==> src/rtl/jk_pkg.sv <==
// Shared types and constants for the JK bank driver.
package jk_pkg;

  // Driver sequencing states
  typedef enum logic [1:0] {
    IDLE   = 2'd0,
    DRIVE  = 2'd1,
    CHECK  = 2'd2,
    REPORT = 2'd3
  } state_t;

  // {J,K} excitation codes
  localparam logic [1:0] HOLD = 2'b00;
  localparam logic [1:0] RST  = 2'b01;
  localparam logic [1:0] SET  = 2'b10;
  localparam logic [1:0] TGL  = 2'b11;

  // Width of the attempts counter
  localparam int ATT_W = 4;

endpackage

==> src/rtl/jk_excite.sv <==
// Per-bit JK excitation: the {J,K} that moves Q to T on the next edge.
module jk_excite
  import jk_pkg::*;
#(
  parameter int USE_TOGGLE = 1
) (
  input  logic       q,
  input  logic       t,
  output logic [1:0] jk
);

  // Hold when already there, else toggle or force toward the target
  always_comb begin
    jk = HOLD;
    if (q != t) jk = (USE_TOGGLE != 0) ? TGL : (t ? SET : RST);
  end

endmodule

==> src/rtl/jk_bank_driver.sv <==
// Drives a bank of JK flip-flops to a requested value, verifies Q and
// retries a bounded number of times before reporting an error.
module jk_bank_driver
  import jk_pkg::*;
#(
  parameter int WIDTH      = 8,
  parameter int MAX_RETRY  = 3,
  parameter int USE_TOGGLE = 1
) (
  input  logic             clk,
  input  logic             reset,
  input  logic             req_valid,
  output logic             req_ready,
  input  logic [WIDTH-1:0] req_target,
  input  logic [WIDTH-1:0] q_fb,
  output logic [WIDTH-1:0] jk_j,
  output logic [WIDTH-1:0] jk_k,
  output logic             busy,
  output logic             done,
  output logic             error,
  output logic [3:0]       attempts
);

  state_t                 state;
  logic [WIDTH-1:0]       target;
  logic [WIDTH-1:0]       tgt_sel;
  logic [WIDTH-1:0][1:0]  exc;
  logic [WIDTH-1:0]       exc_j, exc_k;

  // The excitation is computed one cycle ahead (on the edge entering DRIVE)
  // so jk_j/jk_k leave the block straight from flops. The bank is held in
  // IDLE and CHECK, so q_fb then equals q_fb during the DRIVE cycle.
  assign tgt_sel = (state == IDLE) ? req_target : target;

  for (genvar i = 0; i < WIDTH; i++) begin : g_lane
    jk_excite #(.USE_TOGGLE(USE_TOGGLE)) u_exc (
      .q  (q_fb[i]),
      .t  (tgt_sel[i]),
      .jk (exc[i])
    );
    assign exc_j[i] = exc[i][1];
    assign exc_k[i] = exc[i][0];
  end

  assign req_ready = (state == IDLE);
  assign busy      = (state != IDLE);

  // Sequencer with registered JK drive and status pulses
  always_ff @(posedge clk or posedge reset) begin
    if (reset) begin
      state    <= IDLE;
      target   <= '0;
      attempts <= '0;
      jk_j     <= '0;
      jk_k     <= '0;
      done     <= 1'b0;
      error    <= 1'b0;
    end else begin
      jk_j  <= '0;
      jk_k  <= '0;
      done  <= 1'b0;
      error <= 1'b0;
      case (state)
        IDLE: begin
          if (req_valid) begin
            target   <= req_target;
            attempts <= '0;
            jk_j     <= exc_j;
            jk_k     <= exc_k;
            state    <= DRIVE;
          end
        end
        DRIVE: begin
          attempts <= (attempts == '1) ? attempts : attempts + ATT_W'(1);
          state    <= CHECK;
        end
        CHECK: begin
          if (q_fb == target) begin
            done  <= 1'b1;
            state <= REPORT;
          end else if (32'(attempts) <= MAX_RETRY) begin
            jk_j  <= exc_j;
            jk_k  <= exc_k;
            state <= DRIVE;
          end else begin
            error <= 1'b1;
            state <= REPORT;
          end
        end
        default: state <= IDLE;
      endcase
    end
  end

endmodule

==> config.mk <==
export PLATFORM = sky130hd
export DESIGN_NAME = jk_bank_driver
export DESIGN_NICKNAME = d
export VERILOG_FILES = /design/src/rtl/jk_pkg.sv /design/src/rtl/jk_excite.sv /design/src/rtl/jk_bank_driver.sv
export SDC_FILE = /design/constraint.sdc
export NUM_CORES = 1
export LEC_CHECK = 0
export BUFFER_PORTS_ARGS = -buffer_cell sky130_fd_sc_hd__clkbuf_2
export CORE_ASPECT_RATIO = 1.4
export CORE_UTILIZATION = 25
export DETAILED_ROUTE_END_ITERATION = 12
export PLACE_DENSITY_LB_ADDON = 0.05
export SETUP_SLACK_MARGIN = 0.2
export SLEW_MARGIN = 20
export SYNTH_ARGS = -nofsm -noshare
export SYNTH_HDL_FRONTEND = slang
export SYNTH_HIERARCHICAL = 1
export SYNTH_SLANG_ARGS = --single-unit
export TNS_END_PERCENT = 1
==> constraint.sdc <==
create_clock -name clk -period 2.72 [get_ports clk]
set_clock_uncertainty 0.2 [all_clocks]
set_input_delay 0.408 -clock clk [delete_from_list [all_inputs] [get_ports clk]]
set_output_delay 0.408 -clock clk [all_outputs]
set_load 0.02 [all_outputs]
==> flow_summary_export.csv <==
group,metric,value,unit
timing,max_freq,502,MHz
power,p_int,1.42,mW
drt,first_pass_iters,4,
clocking,cts.sinks,32,
placement,place.gp.congestion,0.670,
setup_path,cp_data_required_time,2.11,ns
floorplanning,row_count,34,
status,status,"finished, final reports clean",
global_route,grt_overflow,0,
finish,fill_cells,658,
finish,drive_gt1_share,43.5,%
global_route,grt_max_degree,33,
synthesis,postSynthAreaPerCell,12.4,um^2
drt,drcViolationCount,0,
worst_hold_path,hold_end,"target[1]",
floorplanning,io_pins,43,
finish,syn2layout_area_growth,20.5,%
worst_hold_path,min_from,"req_target[1]",
power,seqPwrFrac,34.7,%
synthesis,synth-main-ff-cell,"dfrtp_1",
synthesis,yosysSeqAreaShare,50.2,%
setup_path,reg2reg_slack,0.74,ns
clocking,cts_max_path_buffers,2,
global_route,gr-usage-all-layers,10.8,%
worst_hold_path,hold_class,"input port to flip-flop",
clocking,path_clk_slew,0.07,ns
placement,dpl.hpwl,2370,um
power,power,2.30,mW
drt,avgRoutedWirePerCell,13.5,um
setup_path,cp-end-kind,"output pin",
power,p_per_area,1200,nW/um^2
drt,antenna_left,0,
timing,final_hold_viol_count,0,
power,p_comb_share,45.8,%
timing,finalSetupViolCount,0,
finish,n_antenna_cell,0,
synthesis,synthCells,129,
synthesis,syn_area,1600,um^2
drt,wl,3230,um
drt,via_count,1044,
clocking,cts_resized,0,
floorplanning,dieArea,6710,um^2
timing,relSlewSlack,65.7,%
setup_path,start_kind,"flip-flop",
power,p_sw_share,38.3,%
synthesis,synthesis.nets,149,
setup_path,critical_path_class,"flip-flop to output pin",
clocking,root_buffer,"clkbuf_8",
synthesis,ys_seq_elements,32,
finish,final_net_count,187,
global_route,antenna_found_initial,0,
clocking,clkLatencyLatePin,0.28,ns
clocking,post-cts-setup-buffer-count,0,
finish,multi_input_area,682,um^2
clocking,htree_levels,2,
timing,worst_slew_pin_slew,0.513,ns
clocking,cts_tree,"built",
synthesis,async_reset_ff_share,100,%
floorplanning,die_y,96.6,um
drt,vias_per_cell,4.35,
placement,buffer_ports.inserted,42,
floorplanning,core_area,6210,um^2
timing,rsz0062_at_grt,"no",
power,p_leak,0.925,nW
floorplanning,die_w,69.5,um
setup_path,r2r_start,"state[0]",
global_route,grt_first_pass_wirelength,5420,um
setup_path,cp.arrival,1.38,ns
worst_hold_path,min_path_cells,2,
timing,fin_setup_tns,0,ns
floorplanning,start_util,25.7,%
timing,slew_violations,0,
flow_run,max_cap_viol_count,0,
drt,first_iter_violations,24,
clocking,numCtsBuffers,5,
timing,hold_ws,0.170,ns
setup_path,rr_worst_depth,3,
synthesis,synth_edf_count,0,
power,p_switching,0.882,mW
power,clkPwrFrac,19.5,%
synthesis,ys_warn_count,6,
setup_path,worstPathMaxFanout,11,
global_route,grt_pass1_vias,1091,
timing,fin_crit_sh,73.3,%
timing,layout_min_cycle_time,1.99,ns
synthesis,synthDistinctLibCells,32,
power,peakVddDrop,335,uV
finish,seq_area,801,um^2
setup_path,r2r_end,"target[1]",
[critical path, stage by stage (launching register included)]
cell	delay [ns]
dfrtp_1	0.51
nor2_4	0.36
clkbuf_2	0.24
[through the flow]
| stage | utilization [%] | std cells | worst slack (ns) | instance area [um^2] |
|---|---|---|---|---|
| floorplan | - | 129 | 0.774 | 1600 |
| global placement | 29.0 | 231 | 0.754 | 1800 |
| detailed placement | 29.0 | 231 | 0.686 | 1800 |
| CTS | 31.0 | 240 | 0.681 | 1920 |
| global route | 31.0 | 240 | 0.602 | 1920 |
| finish | 31.0 | 240 | 0.727 | 1920 |
[sequential cells by signal, indices dropped and copies added (netlist names)]
| register | count |
|---|---|
| jk_k | 8 |
| error | 1 |
| done | 1 |
| target | 8 |
| attempts | 4 |
| state | 2 |
| jk_j | 8 |
[timing repair]
action / in CTS / in global routing
hold buffers: 1 / 0
endpoints found under the setup margin: 0 / 0
endpoints found under the hold margin: 11 / 0
[power by group through the flow]
stage	clock, mW	sequential [mW]	combinational, mW
6_report	0.450	0.799	1.06
2_1_floorplan	0	0.915	0.819
4_1_cts	0.472	0.800	1.09
3_5_place_dp	0	0.807	1.08
3_3_place_gp	0	0.807	1.08
5_1_grt	0.496	0.829	1.17
[cell families (layout without fill, tap and decap cells)]
group	after synthesis	count (layout)	share of synthesized area [%]
flip-flops	32	32	50.2
AO/OA/AOI/OAI	27	27	13.4
AND/OR/NAND/NOR	20	20	7.29
multiplexers	17	17	12.5
XOR/XNOR	16	16	8.78
buffers and inverters	16	55	7.13
adder cells (fa/ha/maj)	1	1	0.784
[synthesized netlist by cell type (3+ instances only)]
library cell | count | area share [%]
a21boi_0 | 6 | 2.8
a21boi_1 | 9 | 4.2
a22o_1 | 4 | 2.2
buf_4 | 8 | 3.8
buf_6 | 3 | 2.1
dfrtp_1 | 32 | 50
inv_1 | 3 | 0.71
mux2_2 | 15 | 11
nand2_1 | 3 | 0.71
nor2_1 | 4 | 0.94
xnor2_1 | 8 | 4.4
xor2_1 | 8 | 4.4
[worst max path at each step]
| stage | from | to | cells after the start |
|---|---|---|---|
| 3_5_place_dp | state[0] | target[3] | 3 |
| 4_1_cts | state[0] | req_ready | 2 |
| 6_report | state[0] | req_ready | 2 |
| 2_1_floorplan | state[0] | jk_j[4] | 7 |
| 3_3_place_gp | state[0] | target[1] | 3 |
| 5_1_grt | state[0] | target[1] | 3 |
[cells in the final DEF, fill, tap and decap left out, drive strengths merged, types with 2 or more instances in the layout]
master,netlist,routed
a21boi,16,16
a21oi,2,2
a22o,4,4
clkbuf,1,47
dfrtp,32,32
inv,3,3
mux2,17,17
nand2,4,4
nand4,2,2
nor2,6,6
nor3,2,2
o21ai,2,2
xnor2,8,8
xor2,8,8
[per-layer routing]
| metal | vias up | global-route usage (%) | wire length, um |
|---|---|---|---|
| li1 | 513 | - | - |
| met1 | 497 | 12.1 | 1370 |
| met2 | 28 | 18.8 | 1650 |
| met3 | 6 | 2.90 | 141 |
| met4 | 0 | 6.12 | 76 |
| met5 | - | 0 | 0 |
[area by class of cell]
cell class	count	area share (%)
Clock buffer	5	3.58
Inverter	3	0.586
Sequential cell	32	41.6
Clock inverter	3	2.21
Multi-Input combinational cell	81	35.5
Tap cell	72	4.68
Timing Repair Buffer	44	11.8
Power figures use the tool's default switching activity.
